==> src/rtl/shift_pkg.sv <==
// Shared types for the parametrised universal shift register and its frame controller.
package shift_pkg;

    typedef enum logic [1:0] {
        HOLD       = 2'd0,
        SHIFT_UP   = 2'd1,
        SHIFT_DOWN = 2'd2,
        LOAD       = 2'd3
    } shift_mode_t;

    typedef enum logic [1:0] {
        F_IDLE = 2'd0,
        F_RUN  = 2'd1,
        F_PAR  = 2'd2
    } frame_state_t;

    localparam int unsigned MIN_WIDTH = 2;
    localparam int unsigned MAX_WIDTH = 64;

endpackage

==> src/rtl/shift_frame_ctrl.sv <==
// Frame serialiser control: Start acceptance, bit counter, Busy/Done and the effective datapath mode.
// Optional parity phase after the last data bit when SHIFT_FRAME_PARITY_EN is defined.
module shift_frame_ctrl
    import shift_pkg::*;
#(
    parameter int unsigned WIDTH = 8
) (
    input  logic             clk,
    input  logic             rst_n,
    input  logic             clk_inh,
    input  shift_mode_t      mode,
    input  logic             start,
`ifdef SHIFT_FRAME_PARITY_EN
    input  logic [WIDTH-1:0] data,
    output logic             parity_phase,
    output logic             parity,
`endif
    output logic             busy,
    output logic             done,
    output shift_mode_t      eff_mode_c
);

    localparam int unsigned CW       = $clog2(WIDTH);
    localparam logic [CW-1:0] CNT_LAST = CW'(WIDTH - 1);

    frame_state_t  state;
    frame_state_t  state_nxt;
    logic [CW-1:0] cnt;
    logic [CW-1:0] cnt_nxt;
    logic          done_nxt;
    logic          accept_c;

    assign accept_c = (state == F_IDLE) && start && !clk_inh;

    // State register; done is rewritten on every edge so an inhibit never stretches it
    always_ff @(posedge clk or negedge rst_n) begin
        if (!rst_n) begin
            state <= F_IDLE;
            cnt   <= '0;
            done  <= 1'b0;
        end else begin
            state <= state_nxt;
            cnt   <= cnt_nxt;
            done  <= done_nxt;
        end
    end

    always_comb begin
        state_nxt = state;
        cnt_nxt   = cnt;
        done_nxt  = 1'b0;
        if (!clk_inh) begin
            case (state)
                F_IDLE: begin
                    if (start) begin
                        state_nxt = F_RUN;
                        cnt_nxt   = CNT_LAST;
                    end
                end
                F_RUN: begin
                    if (cnt != '0) begin
                        cnt_nxt = cnt - CW'(1);
                    end else begin
`ifdef SHIFT_FRAME_PARITY_EN
                        state_nxt = F_PAR;
`else
                        state_nxt = F_IDLE;
                        done_nxt  = 1'b1;
`endif
                    end
                end
                F_PAR: begin
                    state_nxt = F_IDLE;
                    done_nxt  = 1'b1;
                end
                default: state_nxt = F_IDLE;
            endcase
        end
    end

    // Effective mode: Start forces LOAD, a running frame forces SHIFT_UP until the last bit
    always_comb begin
        eff_mode_c = HOLD;
        if (!clk_inh) begin
            case (state)
                F_IDLE:  eff_mode_c = accept_c ? LOAD : mode;
                F_RUN:   eff_mode_c = (cnt != '0) ? SHIFT_UP : HOLD;
                default: eff_mode_c = HOLD;
            endcase
        end
    end

    assign busy = (state != F_IDLE);

`ifdef SHIFT_FRAME_PARITY_EN
    // Parity of the word captured at Start, replayed after the last data bit
    always_ff @(posedge clk or negedge rst_n) begin
        if (!rst_n) begin
            parity <= 1'b0;
        end else if (accept_c) begin
            parity <= ^data;
        end
    end

    assign parity_phase = (state == F_PAR);
`endif

endmodule

==> src/rtl/param_shift_reg.sv <==
// Parametrised universal shift register (hold / up / down / load) with an MSB-first frame serialiser.
// Optional trailing parity bit per frame when SHIFT_FRAME_PARITY_EN is defined.
module param_shift_reg
    import shift_pkg::*;
#(
    parameter int unsigned      WIDTH     = 8,
    parameter logic [WIDTH-1:0] RESET_VAL = '0
) (
    input  logic             Clock,
    input  logic             Resetb,
    input  logic             ClkInh,
    input  logic [1:0]       Mode,
    input  logic             DS_LO,
    input  logic             DS_HI,
    input  logic [WIDTH-1:0] P,
    input  logic             Start,
    output logic [WIDTH-1:0] Q,
    output logic             QS,
    output logic             QSb,
    output logic             Busy,
    output logic             Done
);

    shift_mode_t mode;
    shift_mode_t eff_mode_c;
`ifdef SHIFT_FRAME_PARITY_EN
    logic        parity_phase;
    logic        parity;
`endif

    assign mode = shift_mode_t'(Mode);

    shift_frame_ctrl #(
        .WIDTH (WIDTH)
    ) u_frame_ctrl (
        .clk          (Clock),
        .rst_n        (Resetb),
        .clk_inh      (ClkInh),
        .mode         (mode),
        .start        (Start),
`ifdef SHIFT_FRAME_PARITY_EN
        .data         (P),
        .parity_phase (parity_phase),
        .parity       (parity),
`endif
        .busy         (Busy),
        .done         (Done),
        .eff_mode_c   (eff_mode_c)
    );

    always_ff @(posedge Clock or negedge Resetb) begin
        if (!Resetb) begin
            Q <= RESET_VAL;
        end else begin
            case (eff_mode_c)
                SHIFT_UP:   Q <= {Q[WIDTH-2:0], DS_LO};
                SHIFT_DOWN: Q <= {DS_HI, Q[WIDTH-1:1]};
                LOAD:       Q <= P;
                default:    Q <= Q;
            endcase
        end
    end

    // Serial tap follows the shift direction while idle; frames always leave from the top bit
    always_comb begin
        QS = Q[WIDTH-1];
        if (!Busy && (mode == SHIFT_DOWN)) begin
            QS = Q[0];
        end
`ifdef SHIFT_FRAME_PARITY_EN
        if (parity_phase) begin
            QS = parity;
        end
`endif
    end

    assign QSb = ~QS;

endmodule

==> config.mk <==
export PLATFORM = sky130hd
export DESIGN_NAME = param_shift_reg
export DESIGN_NICKNAME = d
export VERILOG_FILES = /design/src/rtl/shift_pkg.sv /design/src/rtl/shift_frame_ctrl.sv /design/src/rtl/param_shift_reg.sv
export SDC_FILE = /design/constraint.sdc
export NUM_CORES = 1
export LEC_CHECK = 0
export BUFFER_PORTS_ARGS = -buffer_cell sky130_fd_sc_hd__clkbuf_2
export CAP_MARGIN = 10
export CORE_UTILIZATION = 50
export CTS_CLUSTER_DIAMETER = 200
export DETAILED_ROUTE_END_ITERATION = 7
export PLACE_DENSITY = 0.82
export SLEW_MARGIN = 10
export SYNTH_ARGS = -nofsm -noshare
export SYNTH_HDL_FRONTEND = slang
export SYNTH_SLANG_ARGS = --single-unit
==> constraint.sdc <==
create_clock -name Clock -period 5.9 [get_ports Clock]
set_input_delay 0.59 -clock Clock [delete_from_list [all_inputs] [get_ports Clock]]
set_output_delay 0.59 -clock Clock [all_outputs]
set_load 0.02 [all_outputs]
==> impl_results.md, run 1 <==
* Critical path data arrival time at 1.58 ns
* Count of endpoints failing setup in the final report at 0
* Final setup skew at 0.005196 ns
* Die footprint at 1671 um^2
* Setup TNS at 0 ns
* Rel. slew slack at 0.5219
* Maximum operating frequency at 459.9 MHz
* Synth top area cells: dfrtp_1 (43%), mux4_1 (7.0%), nor2_1 (6.0%), mux2i_1 (5.3%), o22ai_1 (4.1%)
* Share of the cycle needed by the critical path after routing at 0.3685
* Yosys reg bits at 13
* Post-synthesis to final-layout area growth at 21.36%
* Nets in the synthesized netlist at 94
* I/O Buffers at 27
* Worst setup EP type: output pin
* Vias in the first global route at 511
* Pwr Density at 494.8 nW/um^2
* Netlist cell types at 25
* Transition at the pin with the smallest max-transition slack at 0.7132 ns
* Number of post-CTS setup repair buffers at 0
* Compound-gate portion of the synthesized area at 0.2070
* Cell taking the most area after synthesis: dfrtp_1
* Number of max-cap violations at 0
* Data required time at the worst endpoint at 5.31 ns
* Setup Slack @ Placement at 3.584 ns
* Fraction of layout instances using a drive strength above 1 at 0.3333
* Number of placed instances, taps included at 113
* Outcome: finished, final reports clean
* Clock input transition at the sequential cells of the worst setup and hold paths at 0.08 ns
* Antenna-violating nets left at 0
* Dominant combinational cell family by area after synthesis: compound AO/OA/AOI/OAI gates
* Aggregate routed wire length at 1521 um
* Total vias in the final route at 652
* Path type of the worst min-delay path: in -> async
* Crit path launch type: flop
* Vias per Instance at 5.573
* Fraction of the mapped netlist area in adder cells at 0.03311
* Total global routing track utilization at 0.2103
* Maximum ir drop on the vdd rail at 0.2594 mV
* CORE AREA at 1350 um^2
* Non-filler instance count after layout at 117
* Die H at 40.88 um
* Starting density of the core at 0.5598
* CTS-repair resized insts at 0
* Number of buffers created by CTS at 3
* Setup repair after global routing missed its margin: no
* Syn_area_per_cell at 9.944 um^2
* Post-Synth XOR/XNOR Area at 0
* Mux cell area share after synthesis at 0.1374
* Sequential share of the synthesized area at 0.4305
* Number of sinks handled by clock tree synthesis at 13
* Overflow left after global routing at 0
* TritonCTS clock tree: built
* Hold-fix buffer count after cts at 0
* Clock insertion delay at the later pin of the skew report at 0.27 ns
* Dpl hpwl at 1153 um
* Fin nets at 121
* Post-synthesis instance total at 76
* Number of max-slew violations in the final report at 0
* H-Tree Depth at 1
* Cell area after technology mapping at 755.7 um^2
* Clock root buffer: clkbuf_4
* Lkg Pwr at 0.4393 nW
* First-pass GRT wire length at 2145 um
* Synth Warn # at 0
* Post-route minimum period at 2.174 ns
* Area share of the leading cell type in the synthesized netlist at 0.4305
* Crit path max fanout at 14
* IO Count at 28
* Count of inserted antenna diode cells at 0
* Number of antenna violations at the first check in global routing at 0
* Maximum count of clock buffers along a single path at 2
* Chip Width at 40.88 um
* Fin util at 0.6793
* Router iterations before antenna repair at 3
* Final setup slack of the worst path at 3.726 ns
* Fraction of the mapped netlist area in simple logic gates at 0.1407
* Site Rows at 13
* Hold violation count in the final report at 0
* Routability-driven placement congestion ratio at 0.6875
* Detailed Route Iter0 Violations at 11
* Critical path class: reg -> out
* DRC Markers at 0
* Maximum number of pins on one net before global-route repair at 16
* Average detailed-routed wire length per instance at 13.00 um
==> placed cells by master (no fill, tap or decap), drive strengths merged <==
master  instances
dfrtp          13
o22ai           5
nor2           12
o21ai           6
mux2            1
mux4            2
and3            1
nor2b           1
nor3            4
nor3b           2
inv             4
nand3           1
a211o           1
a21oi           4
clkbuf         31
nand2           1
ha              2
mux2i           4
a211oi          2
a22o            1
o21bai          4
==> flip-flops by register name (all words and copies together) (netlist names) <==
name                flops
Q                       8
u_frame_ctrl.cnt        3
u_frame_ctrl.state      1
u_frame_ctrl.done       1
==> logic make-up after synthesis <==
| logic type | after synthesis |
|---|---|
| AO/OA/AOI/OAI | 23 |
| AND/OR/NAND/NOR | 22 |
| buffers and inverters | 9 |
| adder cells (fa/ha/maj) | 2 |
| flip-flops | 13 |
| multiplexers | 7 |
==> cell usage after synthesis (all sizes together) <==
| library cell | instances |
|---|---|
| nor3b | 2 |
| ha | 2 |
| o21bai | 4 |
| buf | 3 |
| and3 | 1 |
| o21ai | 6 |
| inv | 4 |
| nand2 | 1 |
| nor2b | 1 |
| nor3 | 4 |
| mux2i | 4 |
| a21oi | 4 |
| o22ai | 5 |
| mux2 | 1 |
| nor2 | 12 |
| mux4 | 2 |
| a211o | 1 |
| a22o | 1 |
| a211oi | 2 |
| dfrtp | 13 |
| clkbuf | 2 |
| nand3 | 1 |
==> cell type report <==
cell class | count | area [um^2]
fillers | 115 | 432.9
multi-input cells | 54 | 396.6
flip-flops and latches | 13 | 325.3
repair buffers | 27 | 135.1
clock buffers | 4 | 26.28
well taps | 15 | 18.77
inverters | 4 | 15.01
==> per-layer routing <==
| metal | GRT usage | share of wire |
|---|---|---|
| met1 | 0.2302 | 0.43 |
| met2 | 0.3477 | 0.51 |
| met3 | 0.04891 | 0.037 |
| met4 | 0.1583 | 0.028 |
| met5 | 0 | 0 |
==> final timing paths <==
path                                             from             endpoint  slack, ns  cells past startpoint
worst max register to register    u_frame_ctrl.cnt[0]                 Q[6]       3.83                      5
worst min register to register    u_frame_ctrl.cnt[2]  u_frame_ctrl.cnt[2]       0.53                      2
min in group Clock                u_frame_ctrl.cnt[2]  u_frame_ctrl.cnt[2]       0.53                      2
worst min-delay path                           Resetb  u_frame_ctrl.cnt[0]       0.20                      1
max in group asynchronous                      Resetb                 Q[5]       5.45                      1
worst max-delay path            u_frame_ctrl.state[0]                   QS       3.73                      4
==> worst max-delay path, stage by stage, from the launching register on <==
cell and delay, ns:
dfrtp_1 0.56, nor3b_1 0.31, mux2i_1 0.25, inv_1 0.05
clkbuf_2 0.15
==> through the flow <==
stage,total power (W),hold WS (ns),area [um^2]
4_1_cts,0.0004582,0.2082,912.1
6_report,0.0004538,0.1980,917.1
5_1_grt,0.0004901,0.2236,917.1
3_5_place_dp,0.0004031,0.5078,885.9
2_1_floorplan,0.0003373,0.2944,755.7
3_3_place_gp,0.0003952,0.5000,885.9
==> report_power, final <==
group	switching, W	leakage (nW)	internal [W]
sequential	0.0000452	0.146	0.000131
combinational	0.000126	0.278	0.0000970
clock	0.0000285	0.0150	0.0000262
No activity file was read; power rests on OpenSTA's default activity.
==> inputs of run 2 (changes only) <==
ABC_AREA = 1   (was not set)
CORE_UTILIZATION = 48   (was 50)
PLACE_DENSITY = 0.78   (was 0.82)
clock period = 2.22 ns   (was 5.9 ns; I/O delays follow)
==> impl_results.md, run 2 <==
* Fin nets at 161 (+33%)
* I/O Buffers at 27 (unchanged)
* Die footprint at 1890 um^2 (+13%)
* Number of buffers created by CTS at 3 (unchanged)
* CP peak stage delay at 0.41 ns (-0.15 ns)
* Cell taking the most area after synthesis: dfrtp_1
* Maximum ir drop on the vdd rail at 0.7685 mV (+200%)
* H-Tree Depth at 1 (unchanged)
* Crit path max fanout at 13 (-1)
* Number of max-slew violations in the final report at 0 (unchanged)
* Data required time at the worst endpoint at 2.39 ns (-2.92 ns)
* Met1 global-route usage at 0.2955 (+0.06527)
* Flip-flop count of the largest register after layout at 8 (unchanged)
* Filler cell count in the final layout at 141 (+23%)
* Global routing met3 resource utilization at 0.04167 (-0.007246)
* Synth top area cells: dfrtp_1 (39%), nand2_1 (17%), nand3_1 (9.1%), nand4_1 (6.1%), inv_1 (5.5%)
* Outcome: finished, violations left
* Antenna-violating nets left at 0 (unchanged)
* Rel. slew slack at 0.6509 (+0.1289)
* IO Count at 28 (unchanged)
* Maximum count of clock buffers along a single path at 2 (unchanged)
* Total vias in the final route at 838 (+29%)
* Pwr Density at 1301 nW/um^2 (+160%)
* Clock root buffer: clkbuf_4
* Die H at 43.48 um (+6.4%)
* Post-route minimum period at 1.775 ns
* Proportion of synthesized flip-flops having asynchronous set or reset at 1.000 (unchanged)
* Number of max-cap violations at 0 (unchanged)
* Depth of the worst register-to-register path at 10 (+5)
* Cells traversed along the worst timing path: inv_1 -> ha_1 -> nand2_1 -> nor2_2 -> nor2_2 -> nand2_4 -> nand2_4 -> inv_2 -> nand2_1 -> nand2_1
* Detailed Route Iter0 Violations at 40 (+29)
* Fraction of the mapped netlist area in adder cells at 0.03030 (-0.002810)
* Top-count cell post-synth: nand2_1
* Count of endpoints failing setup in the final report at 0 (unchanged)
* Cell area after technology mapping at 825.8 um^2 (+9.3%)
* Mux cell area share after synthesis at 0 (-0.1374)
* Final setup skew at 0.002580 ns (-0.002616 ns)
* Setup TNS at 0 ns (unchanged)
* Setup slack of the worst register-to-register path at 0.44 ns (-3.39 ns)
* Router iterations before antenna repair at 7 (+4)
* Clock insertion delay at the later pin of the skew report at 0.28 ns (about the same)
* Nets in the synthesized netlist at 131 (+39%)
* Hold WS at 0.1618 ns (-0.03618 ns)
* Largest delay contributor family on the critical path: simple AND/OR/NAND/NOR gates
* Post-synthesis to final-layout area growth at 20.45%
* Setup repair after global routing missed its margin: no
* Clock input transition at the sequential cells of the worst setup and hold paths at 0.08 ns (about the same)
* Register ranked first by flip-flop count: Q
* Post-synthesis instance total at 113 (+49%)
* Violated checks: design-rule violations
* Reg-to-reg endpoint: Q[3]
* Number of antenna violations at the first check in global routing at 0 (unchanged)
* Area share of the leading cell type in the synthesized netlist at 0.3939 (-0.03652)
* Multi-input gate area in the final layout at 425.4 um^2 (+7.3%)
* Transition at the pin with the smallest max-transition slack at 0.5231 ns (-0.1901 ns)
* Hold Path Sink: u_frame_ctrl.done
* TritonCTS clock tree: built
* Commonest cells in the synthesized netlist: nand2_1 (37), nand3_1 (15), dfrtp_1 (13)
* Biggest registers after layout: Q x8, u_frame_ctrl.cnt x3
* Hold path startpoint: ClkInh
* Site Rows at 14 (+1)
* Synth Warn # at 0 (unchanged)
* Average detailed-routed wire length per instance at 11.60 um (-11%)
* Overflow left after global routing at 0 (unchanged)
* Final setup slack of the worst path at 0.4450 ns (-3.281 ns)
* Worst setup EP type: flop
* Number of enable-type register cells in the synthesized netlist at 0 (unchanged)
* Most frequent cell on the critical path: nand2_1
* Yosys reg bits at 13 (unchanged)
* Vias per Instance at 5.304 (-4.8%)
* Hold violation count in the final report at 0 (unchanged)
* Starting density of the core at 0.5297 (-0.03008)
* Chip Width at 43.48 um (+6.4%)
* Netlist cell types at 19 (-24%)
* Non-filler instance count after layout at 158 (+35%)
* Path type of the worst min-delay path: in -> reg
* Vias in the first global route at 679 (+33%)
* First-pass GRT wire length at 2939 um (+37%)
* Total global routing track utilization at 0.2142 (+0.003875)
* Instance count along the most critical hold path at 2
* Lkg Pwr at 0.5577 nW (+27%)
* Commonest cells after routing, fill and taps aside: nand2_1 (37), clkbuf_2 (27), nand3_1 (15)
* Critical path data arrival time at 1.95 ns (+0.37 ns)
* Number of sinks handled by clock tree synthesis at 13 (unchanged)
* Fraction of the mapped netlist area in simple logic gates at 0.4364 (+0.2956)
* Share of the cycle needed by the critical path after routing at 0.7996
* Number of placed instances, taps included at 153 (+35%)
* Fraction of met2 tracks used by global routing at 0.3182 (-0.02947)
* Highest-delay cell along the critical path: nor2_2
* Number of post-CTS setup repair buffers at 0 (unchanged)
* Crit path launch type: flop
* Dpl hpwl at 1414 um (+23%)
* Routability-driven placement congestion ratio at 0.8981 (+31%)
* Commonest register cell after synthesis: dfrtp_1
* CORE AREA at 1559 um^2 (+15%)
* Setup Slack @ Placement at 0.4925 ns (-3.091 ns)
* Syn_area_per_cell at 7.308 um^2 (-27%)
* DRC Markers at 4 (+4)
* Reg area at 325.3 um^2 (unchanged)
* Compound-gate portion of the synthesized area at 0.04848 (-0.1585)
* Sequential share of the synthesized area at 0.3939 (-0.03652)
* Maximum number of pins on one net before global-route repair at 14 (-2)
* Dominant combinational cell family by area after synthesis: simple AND/OR/NAND/NOR gates
* Most frequent standard cell in the layout excluding fill and tap cells: nand2_1
* Maximum operating frequency at 563.4 MHz
* Post-Synth XOR/XNOR Area at 0 (unchanged)
* Critical path class: reg -> reg
* Aggregate routed wire length at 1833 um (+21%)
* Source of the worst register-to-register timing path: u_frame_ctrl.cnt[0]
* Fraction of layout instances using a drive strength above 1 at 0.2746 (-0.05869)
* CP Buf/Inv Count at 2 (unchanged)
* Most crowded layer after global routing: met2
* Count of inserted antenna diode cells at 0 (unchanged)
-- run 2: cell count changes after synthesis, sizes merged, moves of 3 or more --
cell,delta
inv,+10
nand3,+14
mux2i,-4
nor3,-3
o21bai,-4
a21oi,-4
nand2,+40
nor2,-6
nand4,+8
o22ai,-5
-- run 2: worst max path at each step --
stage                               start             endpoint  slack [ns]  cells past startpoint
floorplan           u_frame_ctrl.state[0]                  QSb        0.81                      5
global placement      u_frame_ctrl.cnt[0]                 Q[3]        0.56                     10
detailed placement    u_frame_ctrl.cnt[0]                 Q[3]        0.49                     10
CTS                   u_frame_ctrl.cnt[0]                 Q[5]        0.47                     10
global route          u_frame_ctrl.cnt[0]  u_frame_ctrl.cnt[2]        0.27                      9
finish                u_frame_ctrl.cnt[0]                 Q[3]        0.44                     10
-- run 2: power breakdown --
group / switching [W] / internal, W / total [W]
logic: 0.000461 / 0.000240 / 0.000701
registers: 0.000100 / 0.000342 / 0.000442
clock network: 0.0000808 / 0.0000698 / 0.000151
total: 0.000642 / 0.000652 / 0.00129
-- run 2: metal layers --
metal  share of wire  vias up  wire, um
met2            0.44       30       814
met5               0        -         0
met3           0.063        5       115
met1            0.47      377       862
li1                -      426         -
met4           0.022        0        40
-- run 2: final cells by class --
type	instances	area share
timing repair buffer	28	0.1459
clock buffer	4	0.02642
inverter	14	0.05283
sequential	13	0.3270
tap	16	0.02013
multi-input combinational	83	0.4277
-- run 2: cell families after synthesis --
kind of cell,after synthesis
buf+inv,17
flops,13
compound gates,7
fa+ha+maj,2
simple gates,74
-- run 2: per-stage QoR --
stage	cell area (um^2)	power [W]	utilization
finish	994.7	0.001294	0.6380
global route	994.7	0.001401	0.6380
CTS	994.7	0.001294	0.6380
detailed placement	958.4	0.001141	0.6148
global placement	958.4	0.001124	0.6148
floorplan	825.8	0.0009453	-
-- run 2: what timing repair did --
item | in CTS | in global routing
endpoints found under the hold margin | 13 | 0
hold buffers | 1 | 0
resized for setup | 0 | 0
-- run 2: worst reg2reg max path, delay by kind of cell, from the launching register on --
kind | cells | cell delay (ns)
and+or+nand+nor | 7 | 0.97
DFF | 1 | 0.34
adders and majority gates | 1 | 0.20
buffers and inverters | 2 | 0.15
